$ cat src/rtl/double_to_sig16b_if.sv
// Request/result bundle for the binary64 to 16-bit sign-magnitude converter.
// master drives the operand and request strobe; slave returns the registered result.
interface double_to_sig16b_if;
  logic        enable;
  logic [63:0] double;
  logic [15:0] sig16b;
  logic        ready;
  logic        busy;
  logic        sat;

  modport master (
    output enable, double,
    input  sig16b, ready, busy, sat
  );

  modport slave (
    input  enable, double,
    output sig16b, ready, busy, sat
  );
endinterface

$ cat src/rtl/double_to_sig16b.sv
// Converts an IEEE-754 binary64 operand to a saturating 16-bit sign-magnitude
// integer, truncating toward zero with a serial right shift (1..16 cycle latency).
//
// state | meaning
// IDLE  | waiting for enable; result registers hold the last conversion
// SHIFT | shifting the mantissa down; completes when the counter reaches 0
module double_to_sig16b (
  input  logic             clk_operation,
  input  logic             rst,
  double_to_sig16b_if.slave bus
);

  typedef enum logic {IDLE, SHIFT} state_t;

  state_t      state;
  logic [15:0] shreg;
  logic [3:0]  cnt;
  logic        sign;
  logic        sat_pend;

  logic [10:0] exp_b;
  logic        is_sat;
  logic        is_zero;
  logic [3:0]  n_init;
  logic        unused_frac;

  assign exp_b   = bus.double[62:52];
  assign is_sat  = (exp_b == 11'h7FF) || (exp_b >= 11'd1038);
  assign is_zero = (exp_b < 11'd1023);
  // n = 15 - (E - 1023); since 1023 = 15 mod 16 this reduces to 14 - E[3:0] in 4 bits
  assign n_init  = 4'd14 - exp_b[3:0];
  assign unused_frac = ^bus.double[36:0];

  always_ff @(posedge clk_operation) begin
    if (rst) begin
      state      <= IDLE;
      shreg      <= 16'h0000;
      cnt        <= 4'd0;
      sign       <= 1'b0;
      sat_pend   <= 1'b0;
      bus.sig16b <= 16'h0000;
      bus.ready  <= 1'b0;
      bus.busy   <= 1'b0;
      bus.sat    <= 1'b0;
    end else begin
      case (state)
        IDLE: begin
          bus.ready <= 1'b0;
          bus.sat   <= 1'b0;
          if (bus.enable) begin
            sign     <= bus.double[63];
            bus.busy <= 1'b1;
            state    <= SHIFT;
            // saturate and zero reuse the SHIFT completion path with a zero count
            if (is_sat) begin
              shreg    <= 16'h7FFF;
              cnt      <= 4'd0;
              sat_pend <= 1'b1;
            end else if (is_zero) begin
              shreg    <= 16'h0000;
              cnt      <= 4'd0;
              sat_pend <= 1'b0;
            end else begin
              shreg    <= {1'b1, bus.double[51:37]};
              cnt      <= n_init;
              sat_pend <= 1'b0;
            end
          end
        end
        SHIFT: begin
          if (cnt != 4'd0) begin
            shreg <= {1'b0, shreg[15:1]};
            cnt   <= cnt - 4'd1;
          end else begin
            bus.sig16b <= {sign & (|shreg[14:0]), shreg[14:0]};
            bus.ready  <= 1'b1;
            bus.sat    <= sat_pend;
            bus.busy   <= 1'b0;
            state      <= IDLE;
          end
        end
        default: state <= IDLE;
      endcase
    end
  end

endmodule

$ cat src/flat_wrapper.sv
// flat-port wrapper written by rule: the top's interface ports become plain ports
module double_to_sig16b_flat 
  (clk_operation, rst, bus_enable, bus_double, bus_sig16b, bus_ready, bus_busy, bus_sat);
  double_to_sig16b_if bus_i ();
  input  logic clk_operation;
  input  logic rst;
  input wire logic [$bits(bus_i.enable)-1:0] bus_enable;
  input wire logic [$bits(bus_i.double)-1:0] bus_double;
  output wire logic [$bits(bus_i.sig16b)-1:0] bus_sig16b;
  output wire logic [$bits(bus_i.ready)-1:0] bus_ready;
  output wire logic [$bits(bus_i.busy)-1:0] bus_busy;
  output wire logic [$bits(bus_i.sat)-1:0] bus_sat;
  assign bus_i.enable = bus_enable;
  assign bus_i.double = bus_double;
  assign bus_sig16b = bus_i.sig16b;
  assign bus_ready = bus_i.ready;
  assign bus_busy = bus_i.busy;
  assign bus_sat = bus_i.sat;
  double_to_sig16b u_core (.clk_operation(clk_operation), .rst(rst), .bus(bus_i));
endmodule
$ cat config.mk
export PLATFORM = sky130hd
export DESIGN_NAME = double_to_sig16b_flat
export DESIGN_NICKNAME = d
export VERILOG_FILES = /design/src/rtl/double_to_sig16b_if.sv /design/src/rtl/double_to_sig16b.sv /design/src/flat_wrapper.sv
export SDC_FILE = /design/constraint.sdc
export NUM_CORES = 1
export LEC_CHECK = 0
export CORE_ASPECT_RATIO = 0.6
export CORE_UTILIZATION = 30
export CTS_BUF_LIST = sky130_fd_sc_hd__clkbuf_4 sky130_fd_sc_hd__clkbuf_8
export DETAILED_ROUTE_END_ITERATION = 10
export GPL_ROUTABILITY_DRIVEN = 1
export SLEW_MARGIN = 20
export SYNTH_ARGS = -nofsm -noshare
export SYNTH_HDL_FRONTEND = slang
export SYNTH_SLANG_ARGS = --single-unit
$ cat constraint.sdc
create_clock -name clk_operation -period 1.5 [get_ports clk_operation]
set_input_delay 0.3 -clock clk_operation [delete_from_list [all_inputs] [get_ports clk_operation]]
set_output_delay 0.3 -clock clk_operation [all_outputs]
set_load 0.01 [all_outputs]
; Word-level counts from Yosys, hierarchy flattened
; Cells that the tools add are included.
[op_classes]
add_sub_neg = 2
n_lt_le_gt_ge = 2
n_eq_ne = 4
n_mux = 21
bitwise = 3
reduce_logical = 7
[op_table]
columns = operator, n
row1 = $mux W16, 4
row2 = $pmux W16 S2, 1
row3 = $mux W4, 4
row4 = $reduce_or A15 Y1, 1
row5 = $eq A11 B11 Y1 const B, 1
row6 = $ge A11 B11 Y1 const B, 1
row7 = $lt A11 B10 Y1 const B, 1
row8 = $pmux W1 S2, 4
row9 = $pmux W4 S2, 1
row10 = $reduce_and A2 Y1, 4
row11 = $mux W1, 7
row12 = $ne A2 B2 Y1 const B, 3
row13 = $reduce_bool A4 Y1, 1
row14 = $sub A4 B1 Y4 const B, 1
row15 = $sub A4 B4 Y4 const A, 1
row16 = $not A1 Y1, 2
row17 = $and A1 B1 Y1, 1
row18 = $logic_or A1 B1 Y1, 1
[word_totals]
regBits = 42
input_bits = 67
output_inout_bits = 19
word_cells = 48

; Longest topological paths before layout
; Gate-level depths: netlist of run 1.
[logic_depth]
depth_word = 5
depth_mapped = 7
mapped_depth_nobuf = 6

; Least setup slack after synthesis of run 1
; OpenSTA, ideal clock, no wires.
[synth_path]
kind = register to register
startpoint = register u_core.cnt[0]
endpoint = register u_core.shreg[10]
setup_ns = 0.080
arrival_time_ns = 1.425
required_time_ns = 1.420
path_slack_ns = -0.006
stages_incl_launch_ff = 8
n_path_buf = 1
period_less_slack_ns = 1.506
cell_sequence = dfxtp_1 inv_1 ha_1 or3b_4 nand2_2 o21ai_4 buf_6 a211oi_2
[synth_between]
elab_chain_cells = 3
[synth_lines]
columns = element, line
row1 = "start, declared", double_to_sig16b.sv:17  ; logic [3:0] cnt;
row2 = "start signal, assigned", double_to_sig16b.sv:65  ; cnt <= n_init;
row3 = "start signal, assigned", double_to_sig16b.sv:73  ; cnt <= cnt - 4'd1;
row4 = $reduce_bool A4 Y1, double_to_sig16b.sv:71  ; if (cnt != 4'd0) begin
row5 = $ne A2 B2 Y1 (no line), -
row6 = $reduce_and A2 Y1 (no line), -
row7 = "end signal, assigned", double_to_sig16b.sv:64  ; shreg <= {1'b1, bus.double[51:37]};
row8 = "end signal, assigned", double_to_sig16b.sv:72  ; shreg <= {1'b0, shreg[15:1]};
row9 = "end, declared", double_to_sig16b.sv:16  ; logic [15:0] shreg;
; Every way passes these cells.
; A chain may end at the register's enable or synchronous reset.

; Worst setup path in the final report of run 1
[layout_path]
startpoint = register u_core.cnt[0]
endpoint = register u_core.bus.sig16b[13]
[layout_between]
elab_chain_cells = 3
[layout_lines]
columns = element, line
row1 = $reduce_bool A4 Y1, double_to_sig16b.sv:71
row2 = $not A1 Y1 (no line), -
row3 = $reduce_and A2 Y1 (no line), -
row4 = "end signal, assigned", double_to_sig16b.sv:75  ; bus.sig16b <= {sign & (|shreg[14:0]), shreg[14:0]};
row5 = "end, declared", double_to_sig16b_if.sv:18  ; output sig16b, ready, busy, sat
; Every way passes these cells.

==> impl_metrics.py, run 1 <==
metrics = {
    "run_status": {
        "outcome": "complete, but fails checks",
        "violations": "setup timing",
    },
    "routing": {
        "firstDrtPassIters": 4,
        "final_antenna_net_count": 0,
        "drc": 0,
        "drt_iter0_markers": 132,
        "via_count": 1766,
        "routed_via_density": 5.089,
        "wl_per_cell_um": 15.73,
        "drt_wl_total_mm": 5.459,
    },
    "synthesis": {
        "synth_ff_type": "dfxtp_1",
        "synth_edf_count": 0,
        "yosysWarnings": 0,
        "synth_cells": 186,
        "synth_fp_nets": 256,
        "seq_area_frac_synth_pct": 44.71,
        "synth_area_um2": 1881,
        "synthArstFlopShare_pct": 0,
        "synth-seq-cells": 42,
        "synth.distinct_cells": 45,
        "avgSynthCellArea_um2": 10.11,
    },
    "global_route": {
        "antenna_found_initial": 0,
        "grt_first_pass_wirelength_mm": 9.052,
        "grt_util_all_layers_pct": 17.55,
        "grt_pass1_vias": 1767,
        "grt_overflow": 0,
        "grt_start_max_net_pins": 24,
    },
    "sta": {
        "maxSlewHeadroom_pct": 72.90,
        "setup_viol": 35,
        "fin_crit_ns": 1.593,
        "period_share_pct": 106.2,
        "hold_violations": 0,
        "fmax_ghz": 0.6277,
        "worst_pin_slew_ns": 0.4027,
        "report.final.slew_viol_count": 0,
        "fin_skew_ns": 0.003623,
        "setup_ws_ns": -0.09321,
        "rsz0062_at_grt": "yes",
    },
    "floorplanning": {
        "die-area_um2": 6600,
        "fp.dieW_um": 104.2,
        "ios": 86,
        "fp.dieH_um": 63.33,
        "rows": 21,
        "initial_core_util_pct": 32.39,
        "coreArea_um2": 5807,
    },
    "placement": {
        "dpl_cell_area_um2": 2620,
        "hpwl_mm": 3.794,
        "io_buffers": 48,
        "gp_congestion": 0.8266,
    },
    "power": {
        "power.leakage_nw": 1.480,
        "peakVddDrop_mv": 0.3691,
        "power-per-cell-area_nw_per_um2": 1024,
    },
    "worst_setup_path": {
        "cp.required_ns": 1.69,
        "worstPathCellList": "inv_2 -> ha_4 -> buf_6 -> nor3b_4 -> buf_6 -> a21oi_4 -> buf_6 -> buf_6 -> a22o_1",
        "rr_startpoint": "u_core.cnt[0]$_SDFFE_PP0P_",
        "cp_max_fo": 5,
        "rrSetupSlack_ns": -0.09,
        "crit_family": "buffers and inverters",
        "cp.arrival_ns": 1.79,
        "path_buf_inv": 5,
        "max_stage_delay_ns": 0.33,
        "rr_worst_depth": 9,
        "crit_path_end_kind": "flop",
        "crit_top_cell": "buf_6",
        "reg2reg_to": "u_core.bus.sig16b[13]$_SDFFE_PP0P_",
        "start_kind": "flop",
        "setup.worst_path.class": "flop to flop",
        "slowest_stage": "dfxtp_2",
        "crit_cells": 9,
    },
    "hold_path": {
        "hold_path_class": "flop to flop",
        "hp-start": "u_core.bus.sat$_SDFFE_PP0P_",
        "holdPathStages": 2,
        "hold_end": "u_core.bus.sat$_SDFFE_PP0P_",
    },
    "cts": {
        "clock_sinks": 42,
        "path_clk_slew_ns": 0.08,
        "cts_tree": "yes",
        "holdBufCountCts": 0,
        "cts_made_buffers": 5,
        "htreeDepth": 2,
        "clkLatencyLatePin_ns": 0.30,
        "clock_path_buffers": 2,
        "cts-root-buf": "clkbuf_8",
    },
    "final_layout": {
        "utilization_pct": 51.97,
        "antenna_cells": 0,
        "layout_common_cells": "dfxtp_1 (39), buf_4 (23), nor2_1 (22), clkdlybuf4s50_1 (21), dlymetal6s2s_1 (21)",
        "area_growth_pct": 60.48,
        "drive_gt1_share_pct": 31.84,
        "final_cell_area_um2": 3018,
        "n_fill_cell": 532,
        "final_common_cell": "dfxtp_1",
        "final_nets": 336,
    },
    "run": {
        "maxCapViolations": 0,
    },
}
-- sequential cells by signal (all words and copies together) (netlist names) --
name / cells
u_core.state: 1
u_core.sat_pend: 1
u_core.sign: 1
u_core.shreg: 16
u_core.bus.sat: 1
u_core.bus.busy: 1
u_core.bus.ready: 1
u_core.cnt: 4
u_core.bus.sig16b: 16
-- power breakdown --
group          leakage, nW  switching (mW)  total (mW)  internal, mW
sequential           0.346           0.104        1.34          1.23
clock               0.0472           0.410       0.781         0.370
combinational         1.09           0.451       0.974         0.523
total                 1.48           0.966        3.09          2.13
-- per-layer routing --
layer	track usage [%]	up-vias	part of all wire, %	wire length, um
li1	-	870	-	-
met1	26.30	835	54	2925
met2	24.42	56	40	2186
met3	4.658	5	5.6	305
met4	4.286	0	0.77	42
met5	0	-	0	0
-- final cells by class --
type | count | area, um2 | area share (%)
multi-input cells | 126 | 1076 | 35.66
repair buffers | 85 | 879.6 | 29.15
flip-flops and latches | 42 | 844.6 | 27.99
well taps | 80 | 100.1 | 3.317
clock buffers | 6 | 82.58 | 2.736
inverters | 6 | 22.52 | 0.7463
clock inverters | 2 | 12.51 | 0.4146
-- worst min-delay path: cells and delay by family, from the launching register on --
kind            cells  cell delay (ns)
compound gates      1             0.05
flops               1             0.32
simple gates        1             0.05
-- cells by family after synthesis --
| kind of cell | after synthesis | synth area share [%] |
|---|---|---|
| compound gates | 68 | 31.61 |
| fa+ha+maj | 3 | 1.996 |
| xor+xnor | 2 | 0.9316 |
| buf+inv | 18 | 4.990 |
| mux | 2 | 1.065 |
| simple gates | 51 | 14.70 |
| flops | 42 | 44.71 |
-- worst max path at each step --
stage | startpoint | end | slack, ns
after floorplan | u_core.cnt[0]$_SDFFE_PP0P_ | u_core.shreg[10]$_SDFFE_PP0P_ | 0.004
after CTS | u_core.cnt[0]$_SDFFE_PP0P_ | u_core.shreg[10]$_SDFFE_PP0P_ | -0.12
final | u_core.cnt[0]$_SDFFE_PP0P_ | u_core.bus.sig16b[13]$_SDFFE_PP0P_ | -0.09
after detailed placement | bus_double[53] | u_core.shreg[3]$_SDFFE_PP0P_ | -0.50
after global placement | bus_double[52] | u_core.shreg[1]$_SDFFE_PP0P_ | -0.45
after global routing | u_core.cnt[0]$_SDFFE_PP0P_ | u_core.bus.sig16b[6]$_SDFFE_PP0P_ | -0.16
-- per-stage QoR --
stage	TNS (ns)	power, mW	setup slack (ns)	hold slack, ns	instances
2_1_floorplan	0	1.773	0.003827	0.4312	186
3_5_place_dp	-11.38	2.152	-0.4979	0.4451	329
5_1_grt	-4.405	3.250	-0.1638	0.4744	347
4_1_cts	-1.416	3.102	-0.1160	0.4579	347
6_report	-1.564	3.091	-0.09321	0.4514	347
3_3_place_gp	-10.93	2.145	-0.4457	0.4429	329
-- synthesized netlist by cell type, types with 2 or more instances --
cell type	n	area, um2
a22o_1	15	131.4
o311ai_0	2	17.52
nand4_1	2	12.51
a21oi_1	2	10.01
nor2b_1	3	18.77
a22oi_1	15	112.6
nand2b_1	3	18.77
a211oi_1	7	52.55
mux2i_1	2	20.02
a211oi_2	10	125.1
clkbuf_1	3	11.26
nand2_1	3	11.26
ha_1	3	37.54
nor2_1	25	93.84
buf_6	2	22.52
nor3_1	2	10.01
dfxtp_1	42	840.8
inv_1	6	22.52
o21ai_0	4	20.02
nor4_1	5	31.28
buf_2	6	30.03
-- repair_timing --
item,in CTS,in global routing
gates resized for setup,40,34
buffers inserted,8,2
setup endpoints to repair,36,57
cloned,2,0
pin swaps,21,17
Note: power is estimated with default switching activity, not from simulation.
==> inputs of run 2 (changes only) <==
CORE_MARGIN = 2   (was default)
==> run 2 against run 1 <==
Compared with the run above:
- the flow still finishes with violations (setup timing)
- via count down 0.96%
- clock skew up 0.00065 ns
- routed wire length grew 2.5%
- sequential share of layout area fell by 0.12 points
- critical path type unchanged
==> impl_metrics.py, run 2 (same netlist as run 1, synthesis figures left out) <==
metrics = {
    "worst_setup_path": {
        "rr_worst_depth": 7,
        "cp.required_ns": 1.75,
        "cp.arrival_ns": 1.81,
        "crit_path_end_kind": "flop",
        "rr_startpoint": "u_core.cnt[0]$_SDFFE_PP0P_",
        "cp_max_fo": 8,
        "crit_family": "simple AND/OR/NAND/NOR gates",
        "worstPathCellList": "inv_2 -> ha_4 -> or3b_4 -> buf_6 -> nor2_4 -> buf_12 -> a32o_1",
        "path_buf_inv": 3,
        "start_kind": "flop",
        "max_stage_delay_ns": 0.39,
        "reg2reg_to": "u_core.bus.sig16b[15]$_SDFFE_PP0P_",
        "slowest_stage": "or3b_4",
        "rrSetupSlack_ns": -0.06,
        "setup.worst_path.class": "flop to flop",
    },
    "hold_path": {
        "hold_path_class": "flop to flop",
        "hp-start": "u_core.bus.sat$_SDFFE_PP0P_",
        "hold_end": "u_core.bus.sat$_SDFFE_PP0P_",
        "holdPathStages": 2,
    },
    "global_route": {
        "grt_util_all_layers_pct": 16.82,
        "grt_overflow": 0,
        "antenna_found_initial": 0,
        "grt_start_max_net_pins": 24,
        "grt_pass1_vias": 1707,
        "grt_first_pass_wirelength_mm": 8.997,
    },
    "placement": {
        "placed_cells": 330,
        "hpwl_mm": 3.650,
        "io_buffers": 48,
        "dpl_cell_area_um2": 2603,
        "gp_congestion": 0.8124,
    },
    "final_layout": {
        "final_common_cell": "dfxtp_1",
        "drive_gt1_share_pct": 30.83,
        "area_growth_pct": 61.14,
        "top_regs": "u_core.bus.sig16b (16), u_core.shreg (16), u_core.cnt (4)",
        "stdcell_count": 350,
        "n_fill_cell": 568,
        "final_nets": 336,
        "seq_area_um2": 844.6,
        "layout_common_cells": "dfxtp_1 (39), buf_4 (25), nor2_1 (23), clkdlybuf4s50_1 (20)",
        "utilization_pct": 49.81,
        "final_cell_area_um2": 3030,
        "antenna_cells": 0,
        "multi_input_area_um2": 1054,
    },
    "cts": {
        "htreeDepth": 2,
        "cts_tree": "yes",
        "clock_path_buffers": 2,
        "path_clk_slew_ns": 0.08,
        "holdBufCountCts": 0,
        "cts_made_buffers": 5,
        "cts-root-buf": "clkbuf_8",
        "clkLatencyLatePin_ns": 0.30,
        "clock_sinks": 42,
    },
    "floorplanning": {
        "fp.dieW_um": 106.2,
        "fp.dieH_um": 65.33,
        "die-area_um2": 6939,
        "initial_core_util_pct": 30.91,
        "ios": 86,
        "coreArea_um2": 6083,
        "rows": 22,
    },
    "sta": {
        "period_share_pct": 104.1,
        "hold_violations": 0,
        "rsz0062_at_grt": "yes",
        "fin_skew_ns": 0.004268,
        "worst_pin_slew_ns": 0.3579,
        "report.final.slew_viol_count": 0,
        "fin_crit_ns": 1.561,
        "setup_viol": 22,
        "maxSlewHeadroom_pct": 76.14,
        "fmax_ghz": 0.6405,
        "setup_ws_ns": -0.06140,
    },
    "routing": {
        "routed_via_density": 4.997,
        "drt_wl_total_mm": 5.593,
        "via_count": 1749,
        "final_antenna_net_count": 0,
        "wl_per_cell_um": 15.98,
        "drt_iter0_markers": 126,
        "drc": 0,
        "firstDrtPassIters": 4,
    },
    "run_status": {
        "outcome": "complete, but fails checks",
        "violations": "setup timing",
    },
    "power": {
        "peakVddDrop_mv": 0.4199,
        "fin_total_pwr_mw": 3.237,
        "power.leakage_nw": 1.409,
        "power-per-cell-area_nw_per_um2": 1068,
    },
    "run": {
        "maxCapViolations": 0,
    },
}
==> run 2: cell types whose count changed in the layout (fill, tap and decap cells not counted), moves of 2 or more <==
cell / before / now
a211oi_2: 17 / 14
buf_4: 23 / 25
a211oi_1: 0 / 2
buf_6: 11 / 6
clkbuf_16: 0 / 2
dlygate4sd2_1: 4 / 13
dlymetal6s2s_1: 21 / 14
==> run 2: layout make-up <==
| cell class | count | share of cell area, % |
|---|---|---|
| Sequential cell | 42 | 27.87 |
| Clock buffer | 6 | 2.725 |
| Multi-Input combinational cell | 126 | 34.76 |
| Timing Repair Buffer | 85 | 29.44 |
| Tap cell | 84 | 3.468 |
| Inverter | 6 | 0.7432 |
| Clock inverter | 1 | 0.9909 |
==> run 2: how the worst max path moves through the flow <==
stage	from	end	cells after the start
floorplan	u_core.cnt[0]$_SDFFE_PP0P_	u_core.shreg[10]$_SDFFE_PP0P_	7
global placement	bus_double[52]	u_core.shreg[0]$_SDFFE_PP0P_	8
detailed placement	bus_double[53]	u_core.shreg[2]$_SDFFE_PP0P_	7
CTS	u_core.cnt[0]$_SDFFE_PP0P_	u_core.bus.sig16b[15]$_SDFFE_PP0P_	7
global route	u_core.cnt[0]$_SDFFE_PP0P_	u_core.bus.sig16b[5]$_SDFFE_PP0P_	7
finish	u_core.cnt[0]$_SDFFE_PP0P_	u_core.bus.sig16b[15]$_SDFFE_PP0P_	7
==> run 2: what timing repair did <==
item                                    in CTS  in global routing
pin swaps                                   21                 15
endpoints found under the setup margin      40                 52
resized for setup                           43                 29
cloned                                       4                  0
setup buffers                                8                  1
==> run 2: metal layers <==
metal,part of all wire (%),GRT usage [%]
met4,1.3,4.934
met1,52,25.55
met3,6.1,3.770
met5,0,0
met2,40,23.32
==> run 2: where the power goes <==
group          internal (mW)  total [mW]  switching (mW)
clock                  0.533       0.932           0.399
combinational          0.524       0.967           0.443
sequential              1.23        1.34           0.106
==> run 2: tightest hold or removal path, delay by kind of cell (launching register included) <==
kind               cells  cell delay (ns)
and+or+nand+nor        1             0.05
AOI/OAI and AO/OA      1             0.05
DFF                    1             0.31
==> run 2: per-stage QoR <==
step | setup WS (ns) | hold WS (ns) | setup TNS, ns
2_1_floorplan | 0.003827 | 0.4312 | 0
3_3_place_gp | -0.4271 | 0.4418 | -10.00
3_5_place_dp | -0.5197 | 0.4494 | -10.75
4_1_cts | -0.07601 | 0.4604 | -0.9215
5_1_grt | -0.1284 | 0.4892 | -2.840
6_report | -0.06140 | 0.4534 | -0.8438
